### src/rtl/seg7_pkg.sv
// Shared constants and FSM encoding for the seven-segment scan driver.
package seg7_pkg;

   localparam int unsigned SEG_DIGITS  = 4;
   localparam int unsigned BCD_MAX     = 9999;
   localparam logic [3:0]  DIGIT_BLANK = 4'hF;

   localparam logic [3:0] AN_NONE  = 4'b1111;
   localparam logic [3:0] AN_ONES  = 4'b1110;
   localparam logic [3:0] AN_TENS  = 4'b1101;
   localparam logic [3:0] AN_HUNDS = 4'b1011;
   localparam logic [3:0] AN_THOUS = 4'b0111;

   typedef enum logic [1:0] {
      CONV_IDLE,
      CONV_SHIFT,
      CONV_COMMIT
   } conv_state_e;

   function automatic logic [3:0] an_for_index(input logic [1:0] idx);
      logic [3:0] an;
      case (idx)
         2'd0:    an = AN_ONES;
         2'd1:    an = AN_TENS;
         2'd2:    an = AN_HUNDS;
         default: an = AN_THOUS;
      endcase
      return an;
   endfunction

endpackage

### src/rtl/bin2bcd_seq.sv
// Sequential double-dabble converter with a one-deep pending request latch.
// Display registers and sat are loaded atomically in COMMIT.
module bin2bcd_seq
   import seg7_pkg::*;
#(
   parameter int unsigned VAL_W = 14
) (
   input  logic             clk,
   input  logic             rst_n,
   input  logic [VAL_W-1:0] value,
   input  logic             value_valid,
   output logic             busy,
   output logic             sat,
   output logic [15:0]      disp_next
);

   localparam int unsigned    CNT_W = $clog2(VAL_W);
   localparam logic [VAL_W-1:0] MAX_V = VAL_W'(BCD_MAX);

   conv_state_e      state_q, state_d;
   logic [CNT_W-1:0] bit_cnt_q, bit_cnt_d;
   logic [VAL_W-1:0] bin_q, bin_d;
   logic [15:0]      bcd_q, bcd_d;
   logic             sat_acc_q, sat_acc_d;
   logic [15:0]      disp_q, disp_d;
   logic             sat_q, sat_d;
   logic             pend_q, pend_d;
   logic [VAL_W-1:0] pend_val_q, pend_val_d;

   logic [15:0]      adj;
   logic             req;
   logic [VAL_W-1:0] req_val;

   always_comb begin
      state_d    = state_q;
      bit_cnt_d  = bit_cnt_q;
      bin_d      = bin_q;
      bcd_d      = bcd_q;
      sat_acc_d  = sat_acc_q;
      disp_d     = disp_q;
      sat_d      = sat_q;
      pend_d     = pend_q;
      pend_val_d = pend_val_q;

      adj = bcd_q;
      for (int unsigned i = 0; i < SEG_DIGITS; i++) begin
         if (bcd_q[4*i +: 4] >= 4'd5) adj[4*i +: 4] = bcd_q[4*i +: 4] + 4'd3;
      end

      // A fresh request in IDLE outranks the latched one: it is the latest value.
      req     = value_valid | pend_q;
      req_val = value_valid ? value : pend_val_q;

      case (state_q)
         CONV_IDLE: begin
            if (req) begin
               bin_d     = (req_val > MAX_V) ? MAX_V : req_val;
               sat_acc_d = (req_val > MAX_V);
               bcd_d     = '0;
               bit_cnt_d = '0;
               pend_d    = 1'b0;
               state_d   = CONV_SHIFT;
            end
         end
         CONV_SHIFT: begin
            {bcd_d, bin_d} = {adj[14:0], bin_q, 1'b0};
            bit_cnt_d      = bit_cnt_q + 1'b1;
            if (bit_cnt_q == CNT_W'(VAL_W - 1)) state_d = CONV_COMMIT;
         end
         CONV_COMMIT: begin
            disp_d  = bcd_q;
            sat_d   = sat_acc_q;
            state_d = CONV_IDLE;
         end
         default: state_d = CONV_IDLE;
      endcase

      if (value_valid && (state_q != CONV_IDLE)) begin
         pend_d     = 1'b1;
         pend_val_d = value;
      end
   end

   always_ff @(posedge clk or negedge rst_n) begin
      if (!rst_n) begin
         state_q    <= CONV_IDLE;
         bit_cnt_q  <= '0;
         bin_q      <= '0;
         bcd_q      <= '0;
         sat_acc_q  <= 1'b0;
         disp_q     <= '0;
         sat_q      <= 1'b0;
         pend_q     <= 1'b0;
         pend_val_q <= '0;
      end else begin
         state_q    <= state_d;
         bit_cnt_q  <= bit_cnt_d;
         bin_q      <= bin_d;
         bcd_q      <= bcd_d;
         sat_acc_q  <= sat_acc_d;
         disp_q     <= disp_d;
         sat_q      <= sat_d;
         pend_q     <= pend_d;
         pend_val_q <= pend_val_d;
      end
   end

   assign busy      = (state_q != CONV_IDLE);
   assign sat       = sat_q;
   assign disp_next = disp_d;

endmodule

### src/rtl/seg7_scan_driver.sv
// Binary-to-BCD feeder and 4-digit anode scanner for a seven-segment decoder.
// Optional macro LEADING_ZERO_BLANK_EN drives DIGIT_BLANK for leading zeros.
module seg7_scan_driver
   import seg7_pkg::*;
#(
   parameter int unsigned REFRESH_DIV = 100000,
   parameter int unsigned VAL_W       = 14
) (
   input  logic             clk,
   input  logic             rst_n,
   input  logic [VAL_W-1:0] value,
   input  logic             value_valid,
   output logic [3:0]       digit,
   output logic [3:0]       an,
   output logic             busy,
   output logic             sat
);

   localparam int unsigned CNT_W = $clog2(REFRESH_DIV);

   logic [CNT_W-1:0] cnt_q, cnt_d;
   logic [1:0]       idx_q, idx_d;
   logic             started_q, started_d;
   logic [3:0]       an_q, an_d;
   logic [3:0]       digit_q, digit_d;
   logic [15:0]      disp_next;
   logic [15:0]      shown;

   bin2bcd_seq #(.VAL_W(VAL_W)) u_conv (
      .clk         (clk),
      .rst_n       (rst_n),
      .value       (value),
      .value_valid (value_valid),
      .busy        (busy),
      .sat         (sat),
      .disp_next   (disp_next)
   );

   // The first wrap only enables the anodes; index 0 is shown before advancing.
   always_comb begin
      cnt_d     = cnt_q + 1'b1;
      idx_d     = idx_q;
      started_d = started_q;
      if (cnt_q == CNT_W'(REFRESH_DIV - 1)) begin
         cnt_d     = '0;
         started_d = 1'b1;
         if (started_q) idx_d = idx_q + 1'b1;
      end

      shown = disp_next;
`ifdef LEADING_ZERO_BLANK_EN
      if (disp_next[15:12] == 4'd0) shown[15:12] = DIGIT_BLANK;
      if (disp_next[15:8] == 8'd0)  shown[11:8]  = DIGIT_BLANK;
      if (disp_next[15:4] == 12'd0) shown[7:4]   = DIGIT_BLANK;
`endif

      digit_d = shown[{idx_d, 2'b00} +: 4];
      an_d    = started_d ? an_for_index(idx_d) : AN_NONE;
   end

   always_ff @(posedge clk or negedge rst_n) begin
      if (!rst_n) begin
         cnt_q     <= '0;
         idx_q     <= '0;
         started_q <= 1'b0;
         an_q      <= AN_NONE;
         digit_q   <= '0;
      end else begin
         cnt_q     <= cnt_d;
         idx_q     <= idx_d;
         started_q <= started_d;
         an_q      <= an_d;
         digit_q   <= digit_d;
      end
   end

   assign an    = an_q;
   assign digit = digit_q;

endmodule

### config.mk
export PLATFORM = sky130hd
export DESIGN_NAME = seg7_scan_driver
export DESIGN_NICKNAME = d
export VERILOG_FILES = /design/src/rtl/seg7_pkg.sv /design/src/rtl/bin2bcd_seq.sv /design/src/rtl/seg7_scan_driver.sv
export SDC_FILE = /design/constraint.sdc
export NUM_CORES = 1
export LEC_CHECK = 0
export CAP_MARGIN = 20
export CORE_ASPECT_RATIO = 1.25
export CORE_MARGIN = 10
export CORE_UTILIZATION = 55
export DETAILED_ROUTE_END_ITERATION = 8
export GPL_TIMING_DRIVEN = 0
export MAX_ROUTING_LAYER = met4
export PLACE_DENSITY = 0.74
export RECOVER_POWER = 25
export SLEW_MARGIN = 20
export SYNTH_ARGS = -nofsm -noshare
export SYNTH_HDL_FRONTEND = slang
export SYNTH_SLANG_ARGS = --single-unit
### constraint.sdc
create_clock -name clk -period 6.2 [get_ports clk]
set_clock_uncertainty 0.15 [all_clocks]
set_input_delay 1.86 -clock clk [delete_from_list [all_inputs] [get_ports clk]]
set_output_delay 1.86 -clock clk [all_outputs]
set_load 0.1 [all_outputs]
==> flow_metrics.env <==
export IMPL_ys_flop_type="dfrtp_1"
export IMPL_grt_pass1_vias=3358
export IMPL_slew_headroom_pct=-54.01
export IMPL_worst_slew_pin_slew_ns=2.310
export IMPL_synth_avg_cell_area_um2=11.19
export IMPL_syn_inst=428
export IMPL_htreeDepth=3
export IMPL_gp_congestion=0.8555
export IMPL_crit_chain="nor2_1 -> inv_1 -> clkdlybuf4s50_1"
export IMPL_via_per_inst=5.707
export IMPL_ys_types=56
export IMPL_hpwl_um=6879
export IMPL_cp_arrival_ns=2.23
export IMPL_setup_slack_ns=1.955
export IMPL_nNetsFinal=493
export IMPL_max_freq_ghz=0.2356
export IMPL_rrSetupSlack_ns=3.70
export IMPL_min_path_type="flop to flop"
export IMPL_tritoncts="yes"
export IMPL_port_buffers=25
export IMPL_syn_nets=456
export IMPL_wl_um=9379
export IMPL_critPathKind="flop to output pin"
export IMPL_vias=3356
export IMPL_initial_core_util_pct=55.67
export IMPL_drc=0
export IMPL_busiest_layer="met2"
export IMPL_worstPathRequired_ns=4.19
export IMPL_dieArea_mm2=0.01287
export IMPL_synth_async_reset_ratio_pct=100.0
export IMPL_die_w_um=103.5
export IMPL_dp_slack_ns=2.307
export IMPL_finalCritPeriodShare_pct=68.47
export IMPL_antennaDiodeCount=0
export IMPL_critPathBufInv=2
export IMPL_crit_family="buffers and inverters"
export IMPL_antenna_found_initial=0
export IMPL_clockBufferDepth=2
export IMPL_setup_violations=0
export IMPL_ant_nets=0
export IMPL_cap_violations=1
export IMPL_synth_seq_cells=97
export IMPL_detail_route_wl_per_cell_um=15.95
export IMPL_drtPass1Iterations=4
export IMPL_grt_max_degree=56
export IMPL_slowest_stage="clkdlybuf4s50_1"
export IMPL_vdd_ir_drop_max_mv=0.2422
export IMPL_endpoint_kind="output pin"
export IMPL_gr_usage_all_layers_pct=15.93
export IMPL_drive_gt1_share_pct=16.67
export IMPL_worstPathMaxFanout=7
export IMPL_area_growth_syn_to_layout_pct=12.14
export IMPL_post_cts_buffers=0
export IMPL_io_pins=27
export IMPL_cp_start_kind="flop"
export IMPL_p_leak_nw=2.325
export IMPL_fin_tns_setup_ns=0
export IMPL_drt_iter0_drc=166
export IMPL_max_stage_delay_ns=1.16
export IMPL_hold_viol=0
export IMPL_cts_root_buf="clkbuf_8"
export IMPL_grt_use_met2_pct=25.93
export IMPL_clk_latency_ns=0.36
export IMPL_violations="capacitance limit, slew limit"
export IMPL_cts_hold_buf=0
export IMPL_netlist_area_mm2=0.004791
export IMPL_finalCriticalPeriod_ns=4.245
export IMPL_cts_resized=0
export IMPL_numCtsBuffers=9
export IMPL_clock_sinks=97
export IMPL_yosysWarnings=0
export IMPL_powerDensity_mw_per_mm2=392.5
export IMPL_grt_pass1_wl_um=15950
export IMPL_rows=38
export IMPL_die_y_um=124.3
export IMPL_gr_usage_met1_pct=18.72
export IMPL_synth_edf_count=0
export IMPL_nFillCells=713
export IMPL_status="complete, but fails checks"
export IMPL_ys_seq_area_share_pct=50.77
export IMPL_path_clk_slew_ns=0.08
export IMPL_core_mm2=0.008606
export IMPL_slew_viol_final=43
export IMPL_use_met3_pct=1.831
export IMPL_rsz0062_at_grt="no"
export IMPL_grt_remaining_overflow=0
## placed cells by master (no fill, tap or decap), drive strengths merged, types with 5 or more instances in the layout
cell type | netlist | routed
dfrtp | 93 | 93
mux2 | 40 | 40
nor2 | 30 | 30
clkbuf | 9 | 26
nand3 | 25 | 25
nand2 | 25 | 25
clkdlybuf4s50 | 0 | 24
a21oi | 21 | 21
o21ai | 20 | 20
xnor2 | 16 | 16
inv | 13 | 13
xor2 | 11 | 11
ha | 11 | 11
nor3 | 9 | 9
buf | 10 | 9
nand4 | 8 | 8
a31oi | 8 | 8
a21o | 7 | 7
nand2b | 6 | 6
o22ai | 6 | 6
mux4 | 5 | 5
mux2i | 5 | 5
## sequential cells by signal (all words and copies together) (netlist names)
register           flops
u_conv.sat             1
u_conv.sat_acc_q       1
cnt_q                 17
started_q              1
u_conv.state_q         2
u_conv.pend_q          1
u_conv.bcd_q          16
u_conv.bin_q          14
digit                  4
idx_q                  2
u_conv.pend_val_q     14
an                     4
u_conv.bit_cnt_q       4
u_conv.disp_q         16
## worst paths after layout
| check | startpoint | to | cells past startpoint |
|---|---|---|---|
| max in group asynchronous | rst_n | started_q | 1 |
| worst min register to register | u_conv.bin_q[13] | u_conv.bcd_q[0] | 2 |
| worst min-delay path | u_conv.bin_q[13] | u_conv.bcd_q[0] | 2 |
| worst max-delay path | u_conv.state_q[1] | busy | 3 |
| min in group asynchronous | rst_n | cnt_q[13] | 1 |
| worst max register to register | u_conv.state_q[0] | digit[1] | 6 |
## cell usage after synthesis (3+ instances only)
| master | number | area (um^2) |
|---|---|---|
| a21o_1 | 7 | 52.55 |
| a21oi_1 | 20 | 100.1 |
| a22o_1 | 3 | 26.28 |
| a22oi_1 | 4 | 30.03 |
| a31oi_1 | 8 | 50.05 |
| a32o_1 | 4 | 40.04 |
| buf_2 | 5 | 25.02 |
| buf_6 | 3 | 33.78 |
| clkbuf_1 | 9 | 33.78 |
| dfrtp_1 | 93 | 2327 |
| dfstp_2 | 4 | 105.1 |
| ha_1 | 11 | 137.6 |
| inv_1 | 12 | 45.04 |
| mux2_2 | 40 | 450.4 |
| mux2i_1 | 5 | 50.05 |
| mux4_2 | 5 | 112.6 |
| nand2_1 | 24 | 90.09 |
| nand2b_1 | 6 | 37.54 |
| nand3_1 | 25 | 125.1 |
| nand4_1 | 8 | 50.05 |
| nor2_1 | 30 | 112.6 |
| nor3_1 | 9 | 45.04 |
| o21ai_0 | 17 | 85.08 |
| o22ai_1 | 6 | 37.54 |
| o31ai_1 | 4 | 30.03 |
| o32ai_1 | 3 | 26.28 |
| or2_2 | 4 | 25.02 |
| xnor2_1 | 15 | 131.4 |
| xor2_1 | 11 | 96.34 |
## metal layers
metal  vias to the layer above  wire (um)
met5                         -          0
met4                         0        228
met3                        16        233
met2                        66       4936
met1                      1652       3980
li1                       1622          -
## power breakdown
part           switching [mW]  internal, mW  total (mW)
logic                   0.446         0.332       0.778
clock network           0.197         0.164       0.362
registers               0.143         0.826       0.969
total                   0.787          1.32        2.11
## cell families after synthesis
family | Yosys count | share of synthesized area, %
and+or+nand+nor | 125 | 13.50
DFF | 97 | 50.77
AOI/OAI and AO/OA | 85 | 11.62
muxes | 50 | 12.80
buffers and inverters | 33 | 3.342
xor gates and xnor gates | 27 | 5.093
adders and majority gates | 11 | 2.873
## through the flow
stage	hold WS (ns)	power, mW	area [um^2]	util, %	cells
finish	0.3338	2.109	5373	62.43	588
global route	0.3566	2.254	5373	62.43	588
CTS	0.3386	2.131	5383	62.55	588
detailed placement	0.3163	1.763	5220	60.66	574
global placement	0.3103	1.729	5191	60.32	573
floorplan	0.2940	1.550	4791	-	428
## worst min-delay path, cell delays in order, from the launching register on
cell	delay [ns]
dfrtp_1	0.35
nand2_1	0.05
o21ai_0	0.06
## cell type report
cell class,count,area [um^2],share of cell area (%)
sequential,97,2432,45.27
multi-input combinational,298,2198,40.92
timing repair buffer,26,271.5,5.054
clock buffer,14,162.7,3.027
tap,120,150.1,2.795
buffer,19,105.1,1.956
inverter,14,52.55,0.9781
Power figures use the tool's default switching activity.
